**src/rtl/pattern_seq_pkg.sv**
```systemverilog
// rtl/pattern_seq_pkg.sv - shared state encoding and default parameters for pattern_seq
package pattern_seq_pkg;
   typedef enum logic [1:0] {
      IDLE  = 2'd0,
      RUN   = 2'd1,
      PAUSE = 2'd2
   } seq_state_t;

   localparam int DEF_CHANNELS = 4;
   localparam int DEF_PHASES   = 4;
   localparam int DEF_CNT_W    = 32;
endpackage

```
**src/rtl/phase_timer.sv**
```systemverilog
// rtl/phase_timer.sv - phase duration counter; tc marks the last cycle of a phase (len 0 acts as 1)
module phase_timer #(
   parameter int CNT_W = 32
) (
   input  logic             clk,
   input  logic             reset,
   input  logic             load,
   input  logic             enable,
   input  logic [CNT_W-1:0] len,
   output logic             tc
);
   logic [CNT_W-1:0] count;
   logic [CNT_W-1:0] last;

   assign last = (len == '0) ? '0 : len - CNT_W'(1);
   assign tc   = (count == last);

   // Saturates at the terminal value so the count never wraps.
   always_ff @(posedge clk) begin
      if (reset || load)
         count <= '0;
      else if (enable && !tc)
         count <= count + CNT_W'(1);
   end
endmodule

```
**src/rtl/pattern_seq.sv**
```systemverilog
// rtl/pattern_seq.sv - multi-phase output pattern sequencer; optional pause via PATTERN_SEQ_PAUSE_EN
module pattern_seq
   import pattern_seq_pkg::*;
#(
   parameter int CHANNELS = DEF_CHANNELS,
   parameter int PHASES   = DEF_PHASES,
   parameter int CNT_W    = DEF_CNT_W
) (
   input  logic                       clk,
   input  logic                       reset,
   input  logic                       start,
   input  logic                       stop,
   input  logic                       repeat_mode,
`ifdef PATTERN_SEQ_PAUSE_EN
   input  logic                       pause,
`endif
   input  logic [PHASES*CNT_W-1:0]    phase_len,
   input  logic [PHASES*CHANNELS-1:0] phase_pat,
   output logic [CHANNELS-1:0]        out,
   output logic                       busy,
   output logic                       done,
   output logic [$clog2(PHASES)-1:0]  phase_idx
);
   localparam int IDX_W = $clog2(PHASES);

   seq_state_t                 state, state_n;
   logic [PHASES*CNT_W-1:0]    len_r, len_n;
   logic [PHASES*CHANNELS-1:0] pat_r, pat_n;
   logic                       rpt_r, rpt_n;
   logic [CHANNELS-1:0]        out_n;
   logic [IDX_W-1:0]           idx_n;
   logic                       busy_n, done_n;
   logic                       timer_load, timer_en, timer_tc;
   logic [CNT_W-1:0]           cur_len;
   logic                       is_last;

   assign cur_len = len_r[phase_idx*CNT_W +: CNT_W];
   assign is_last = (phase_idx == IDX_W'(PHASES-1));

   phase_timer #(.CNT_W(CNT_W)) u_timer (
      .clk    (clk),
      .reset  (reset),
      .load   (timer_load),
      .enable (timer_en),
      .len    (cur_len),
      .tc     (timer_tc)
   );

   always_comb begin
      state_n    = state;
      len_n      = len_r;
      pat_n      = pat_r;
      rpt_n      = rpt_r;
      out_n      = out;
      idx_n      = phase_idx;
      done_n     = 1'b0;
      timer_load = 1'b0;
      timer_en   = 1'b0;
      case (state)
         IDLE: begin
            timer_load = 1'b1;
            if (start && !stop) begin
               state_n = RUN;
               len_n   = phase_len;
               pat_n   = phase_pat;
               rpt_n   = repeat_mode;
               idx_n   = '0;
               out_n   = phase_pat[CHANNELS-1:0];
            end
         end
         default: begin
            if (stop) begin
               state_n    = IDLE;
               out_n      = '0;
               idx_n      = '0;
               timer_load = 1'b1;
            end
`ifdef PATTERN_SEQ_PAUSE_EN
            else if (pause) begin
               state_n = PAUSE;
            end
`endif
            else begin
               state_n = RUN;
               if (!timer_tc) begin
                  timer_en = 1'b1;
               end else begin
                  // Next phase pattern is loaded on the same edge, so phases abut.
                  timer_load = 1'b1;
                  if (!is_last) begin
                     idx_n = phase_idx + IDX_W'(1);
                     out_n = pat_r[idx_n*CHANNELS +: CHANNELS];
                  end else if (rpt_r) begin
                     idx_n = '0;
                     out_n = pat_r[CHANNELS-1:0];
                  end else begin
                     state_n = IDLE;
                     idx_n   = '0;
                     out_n   = '0;
                     done_n  = 1'b1;
                  end
               end
            end
         end
      endcase
      busy_n = (state_n != IDLE);
   end

   always_ff @(posedge clk) begin
      if (reset) begin
         state     <= IDLE;
         len_r     <= '0;
         pat_r     <= '0;
         rpt_r     <= 1'b0;
         out       <= '0;
         busy      <= 1'b0;
         done      <= 1'b0;
         phase_idx <= '0;
      end else begin
         state     <= state_n;
         len_r     <= len_n;
         pat_r     <= pat_n;
         rpt_r     <= rpt_n;
         out       <= out_n;
         busy      <= busy_n;
         done      <= done_n;
         phase_idx <= idx_n;
      end
   end
endmodule

```
**config.mk**
```make
export PLATFORM = sky130hd
export DESIGN_NAME = pattern_seq
export DESIGN_NICKNAME = d
export VERILOG_FILES = /design/src/rtl/pattern_seq_pkg.sv /design/src/rtl/phase_timer.sv /design/src/rtl/pattern_seq.sv
export SDC_FILE = /design/constraint.sdc
export NUM_CORES = 1
export LEC_CHECK = 0
export CORE_MARGIN = 4
export CORE_UTILIZATION = 50
export CTS_CLUSTER_DIAMETER = 50
export DETAILED_ROUTE_END_ITERATION = 12
export GPL_ROUTABILITY_DRIVEN = 1
export PLACE_DENSITY = 0.82
export SYNTH_ARGS = -nofsm -noshare
export SYNTH_HDL_FRONTEND = slang
export SYNTH_SLANG_ARGS = --single-unit
```
**constraint.sdc**
```tcl
create_clock -name clk -period 5.7 [get_ports clk]
set_clock_uncertainty 0.1 [all_clocks]
set_input_delay 0.855 -clock clk [delete_from_list [all_inputs] [get_ports clk]]
set_output_delay 0.855 -clock clk [all_outputs]
set_load 0.02 [all_outputs]
```
# After elaboration in Yosys (flattened, before gate mapping)
# Index checks and enable logic that the tools add are counted.
# totals
register_bits,187
output_inout_bits,8
word_cells,56
# classes
add_sub_neg,3
n_eq_ne,3
shifts,2
mux,25
n_bitwise,2
reduce_logical,12
# op_table
cell,n
indexed part select 128 x 8 -> 32 bit,1
"adder 32 x 1 -> 32 bit, second input constant",1
equality test 32 bit,1
logical NOT 32 bit,1
two-way mux 32 bit,1
"subtractor 32 x 1 -> 32 bit, second input constant",1
two-way mux 4 bit,6
indexed part select 16 x 5 -> 4 bit,1
two-way mux 2 bit,7
two-way mux 1 bit,11
OR reduction 5 bit,1
AND reduction 2 bit,2
nonzero test 3 bit,1
"adder 2 x 1 -> 2 bit, second input constant",1
"equality test 2 bit, second input constant",1
logical AND 1 bit,2
logical NOT 1 bit,2
logical NOT 2 bit,1
"inequality test 2 bit, second input constant",1
NOT 1 bit,2
nonzero test 2 bit,1
logical OR 1 bit,1

# Longest topological paths before layout
# depth
word_depth,8
mapped_depth,19
depth_no_buf,13

# Cells and area by module
# From an unflattened synthesis, not the netlist that was laid out.
# hier_totals
cells_unflattened,1148
hier_area_um2,9450.3
# by_module_without_submodules
module,n_inst,cells_each,area_per_inst_um2
pattern_seq,1,727,6264.8
phase_timer,1,421,3185.6

# Worst setup path after synthesis
# No wires, ideal clock.
# synth_timing
path_type,flip-flop to flip-flop
startpoint,register phase_idx[1]
endpoint,register phase_idx[0]
setup_time_ns,0.059
arrival_time_ns,4.608
required_time_ns,5.541
path_slack_ns,0.933
stages_incl_launch_ff,18
synth_period_minus_slack_ns,4.767
cell_sequence,dfxtp_1 -> buf_2 -> buf_2 -> buf_1 -> mux4_2 -> inv_1 -> ha_1 -> nor3b_2 -> nand3b_2 -> nor4_1 -> mux2i_1 -> xor2_1 -> nand4_1 -> or3_1 -> or3b_1 -> buf_2 -> or4_1 -> nand2_1
# synth_via
elab_chain_cells,6
# synth_lines
element,line_no,text
"start, declared",pattern_seq.sv:22,output logic [$clog2(PHASES)-1:0] phase_idx
"start signal, assigned",pattern_seq.sv:127,phase_idx <= idx_n;
indexed part select 128 x 8 -> 32 bit,pattern_seq.sv:37,assign cur_len = len_r[phase_idx*CNT_W +: CNT_W];
subtractor 32 x 1 -> 32 bit / logical NOT 32 bit (equally long branches),phase_timer.sv:15,assign last = (len == '0) ? '0 : len - CNT_W'(1);
two-way mux 32 bit,phase_timer.sv:15,
equality test 32 bit,phase_timer.sv:16,assign tc = (count == last);
nonzero test 3 bit (no source line),-,
AND reduction 2 bit (no source line),-,
# Several ways; a longest one is shown, not always the timed one. The select of a mux whose other input is x is not followed.
# A chain may end at the register's enable or synchronous reset.

# Final worst setup path
# layout_timing
startpoint,register phase_idx[0]
endpoint,register u_timer.count[26]
# layout_via
elab_chain_cells,8
# layout_lines
element,line_no,text
indexed part select 128 x 8 -> 32 bit *,pattern_seq.sv:37,
subtractor 32 x 1 -> 32 bit / logical NOT 32 bit (equally long branches),phase_timer.sv:15,
two-way mux 32 bit *,phase_timer.sv:15,
equality test 32 bit *,phase_timer.sv:16,
two-way mux 1 bit,pattern_seq.sv:85,if (!timer_tc) begin
two-way mux 1 bit,pattern_seq.sv:72,if (stop) begin
two-way mux 1 bit,pattern_seq.sv:59,case (state)
logical AND 1 bit / logical OR 1 bit (equally long branches),"phase_timer.sv:22, phase_timer.sv:20",
"end signal, assigned",phase_timer.sv:23,count <= count + CNT_W'(1);
"end, declared",phase_timer.sv:12,logic [CNT_W-1:0] count;
# Every way passes the cells marked *; elsewhere a longest branch is shown, timed or not.

==> results.py <==
metrics = {
    "outcome": {
        "outcome": "finished clean",
    },
    "run": {
        "maxCapViolCount": 0,
    },
    "power_and_ir_drop": {
        "p_leak_uw": 0.00401,
        "seq_power_share_pct": 44.3,
        "power_density_mw_per_mm2": 263,
        "p_switching_uw": 899,
        "clkPwrFrac_pct": 38.7,
        "ir_worst_vdd_v": 0.000192,
        "power_frac_comb_pct": 17.0,
        "internal_power_uw": 2190,
        "swShare_pct": 29.1,
    },
    "floorplan": {
        "ios": 157,
        "die_h_um": 146,
        "start_util_pct": 50.7,
        "core_area_mm2": 0.0187,
        "die_x_um": 146,
        "dieArea_mm2": 0.0212,
        "fp-row-count": 50,
    },
    "synthesis": {
        "syn_inst": 1150,
        "synth-edff-count": 0,
        "synthesis.area_mm2": 0.00949,
        "syn-mean-instance-area_um2": 8.25,
        "yosysUniqueCellTypes": 78,
        "ys.flop_type": "dfxtp_1",
        "syn-num-nets": 1302,
        "ys_seq_elements": 187,
        "async_flop_share_pct": 0,
        "ys_seq_area_share_pct": 39.4,
        "synth_warnings": 0,
    },
    "critical_path": {
        "crit_type": "flop to flop",
        "arrival_ns": 5.36,
        "cp-start-kind": "flop",
        "cp.required_ns": 5.90,
        "worst_setup_path_end_kind": "flop",
        "crit_fanout": 31,
    },
    "clocking": {
        "root_buffer": "clkbuf_16",
        "cts.sinks": 187,
        "cts_hold_buffers": 0,
        "htreeDepth": 4,
        "cts_buffers": 17,
        "cts_setup_buffers": 0,
        "clock_latency_ns": 0.44,
        "cts-resized-gates": 0,
        "path_clk_slew_ns": 0.07,
        "cts_buffer_depth": 2,
        "cts_tree": "built",
    },
    "routing": {
        "wire_per_inst_um": 18.1,
        "vias": 8691,
        "wirelength_um": 27300,
        "drt-pass1-iter-count": 5,
        "drc_errors": 0,
        "ant_nets": 0,
        "vias_per_cell": 5.78,
        "drt-initial-drc-count": 790,
    },
    "sta": {
        "min_period_ns": 5.16,
        "setup_viol": 0,
        "slew-limit-headroom_pct": 33.2,
        "rsz0062_at_grt": "false",
        "worstMarginPinSlew_ns": 0.998,
        "fin_hold_ws_ns": 0.355,
        "drv_slew": 0,
        "period_share_pct": 90.5,
        "tns_ns": 0,
        "final_hold_viol_count": 0,
        "fmax_mhz": 194,
    },
    "layout": {
        "antenna_cells": 0,
        "final_nets": 1409,
        "drive_gt1_share_pct": 7.95,
        "final_cell_mix": "nand2_1, dfxtp_1, a21oi_1, clkdlybuf4s50_1, nor2_1",
        "final_common_cell": "nand2_1",
        "final_cells": 1504,
        "layout-area-overhead-vs-synth_pct": 23.7,
    },
    "placement": {
        "routabilityCongestion": 0.956,
        "dp_cells": 1472,
        "dpl.hpwl_um": 20100,
        "portBuffers": 156,
    },
    "worst_hold_path": {
        "hold_path_class": "flop to flop",
    },
    "grt": {
        "gr-usage-met2_pct": 41.2,
        "antenna_found_initial": 0,
        "grt_pass1_vias": 8421,
        "grt_overflow": 0,
        "busiest_layer": "met2",
        "gr-usage-met1_pct": 34.0,
        "track_usage_pct": 25.1,
        "grt_pass1_wl_um": 43400,
        "grt_max_degree": 144,
        "use_met3_pct": 5.48,
    },
}
[per-layer routing]
layer,routed length (µm),vias up
met5,0,-
met2,13000,300
met4,412,0
met1,12000,4156
met3,1850,37
li1,-,4198
[metrics by stage]
| stage | setup slack, ns | cell area [µm²] | utilization [%] | power (µW) |
|---|---|---|---|---|
| after floorplan | 0.933 | 9490 | - | 1720 |
| after global placement | 0.537 | 11100 | 59.4 | 1910 |
| after detailed placement | 0.465 | 11100 | 59.4 | 1910 |
| after CTS | 0.428 | 11700 | 62.7 | 3100 |
| after global routing | 0.196 | 11700 | 62.8 | 3210 |
| final | 0.540 | 11700 | 62.8 | 3090 |
[flip-flops by register name, summed over array words and instances, names as in the netlist]
register and cells:
len_r 128, u_timer.count 32, pat_r 16, out 4, phase_idx 2, state 2, busy 1, done 1
rpt_r 1
[cell type report]
class	count	area, µm²
sequential	187	3750
timing repair buffer	168	1670
clock inverter	15	195
fill	1568	6970
multi-input combinational	871	5360
tap	234	293
clock buffer	17	425
inverter	12	45.0
[cells by family (layout without fill, tap and decap cells)]
| kind of cell | Yosys count | in the layout | synth area share, % |
|---|---|---|---|
| simple gates | 539 | 539 | 26.4 |
| compound gates | 219 | 219 | 13.3 |
| flops | 187 | 187 | 39.4 |
| buf+inv | 92 | 212 | 4.15 |
| xor+xnor | 69 | 69 | 7.11 |
| mux | 40 | 40 | 9.15 |
| fa+ha+maj | 3 | 3 | 0.396 |
| other cells | 1 | 1 | 0.0395 |
[path summary, 6_finish.rpt]
path,startpoint,cells after the start,end,slack (ns)
hold reg to reg,len_r[117]$_SDFFE_PP0P_,2,len_r[117]$_SDFFE_PP0P_,0.35
setup / recovery,phase_idx[0]$_SDFFE_PP0P_,13,u_timer.count[26]$_SDFFE_PP0P_,0.54
hold / removal,len_r[117]$_SDFFE_PP0P_,2,len_r[117]$_SDFFE_PP0P_,0.35
setup reg to reg,phase_idx[0]$_SDFFE_PP0P_,13,u_timer.count[26]$_SDFFE_PP0P_,0.54
[power by group through the flow]
stage,Clock (µW),Sequential (µW),Combinational (µW)
finish,1200,1370,525
global route,1260,1370,571
CTS,1220,1370,517
detailed placement,0,1400,515
global placement,0,1400,511
floorplan,0,1390,328
[cells in the mapped netlist, types with 6 or more instances]
cell      instances  area share, %
xnor2_1          30            2.8
mux4_2           36            8.5
buf_2             9           0.47
dfxtp_1         187             39
a21oi_1         155            8.2
clkbuf_1         63            2.5
inv_1            12           0.47
nor3_1           28            1.5
nand3_1          21            1.1
xor2_1           34            3.1
nor2_1           67            2.6
o21ai_0          15           0.79
or3_1             9           0.59
nand4_1          15           0.99
a211oi_1          9           0.71
nor4_1            6           0.40
nand2_1         323             13
nor2b_1           9           0.59
and3_1            8           0.53
[worst max-delay path, stage by stage (launching register included)]
cell      delay, ns
dfxtp_4        0.54
buf_4          0.24
mux4_2         0.57
nor4_4         0.72
nand3b_2       0.38
nor4_1         0.43
mux2i_1        0.26
xor2_1         0.18
nand4_1        0.10
or3_1          0.36
or4_1          0.61
nand2_1        0.12
buf_4          0.31
nor2_1         0.09
Power figures use the tool's default switching activity.
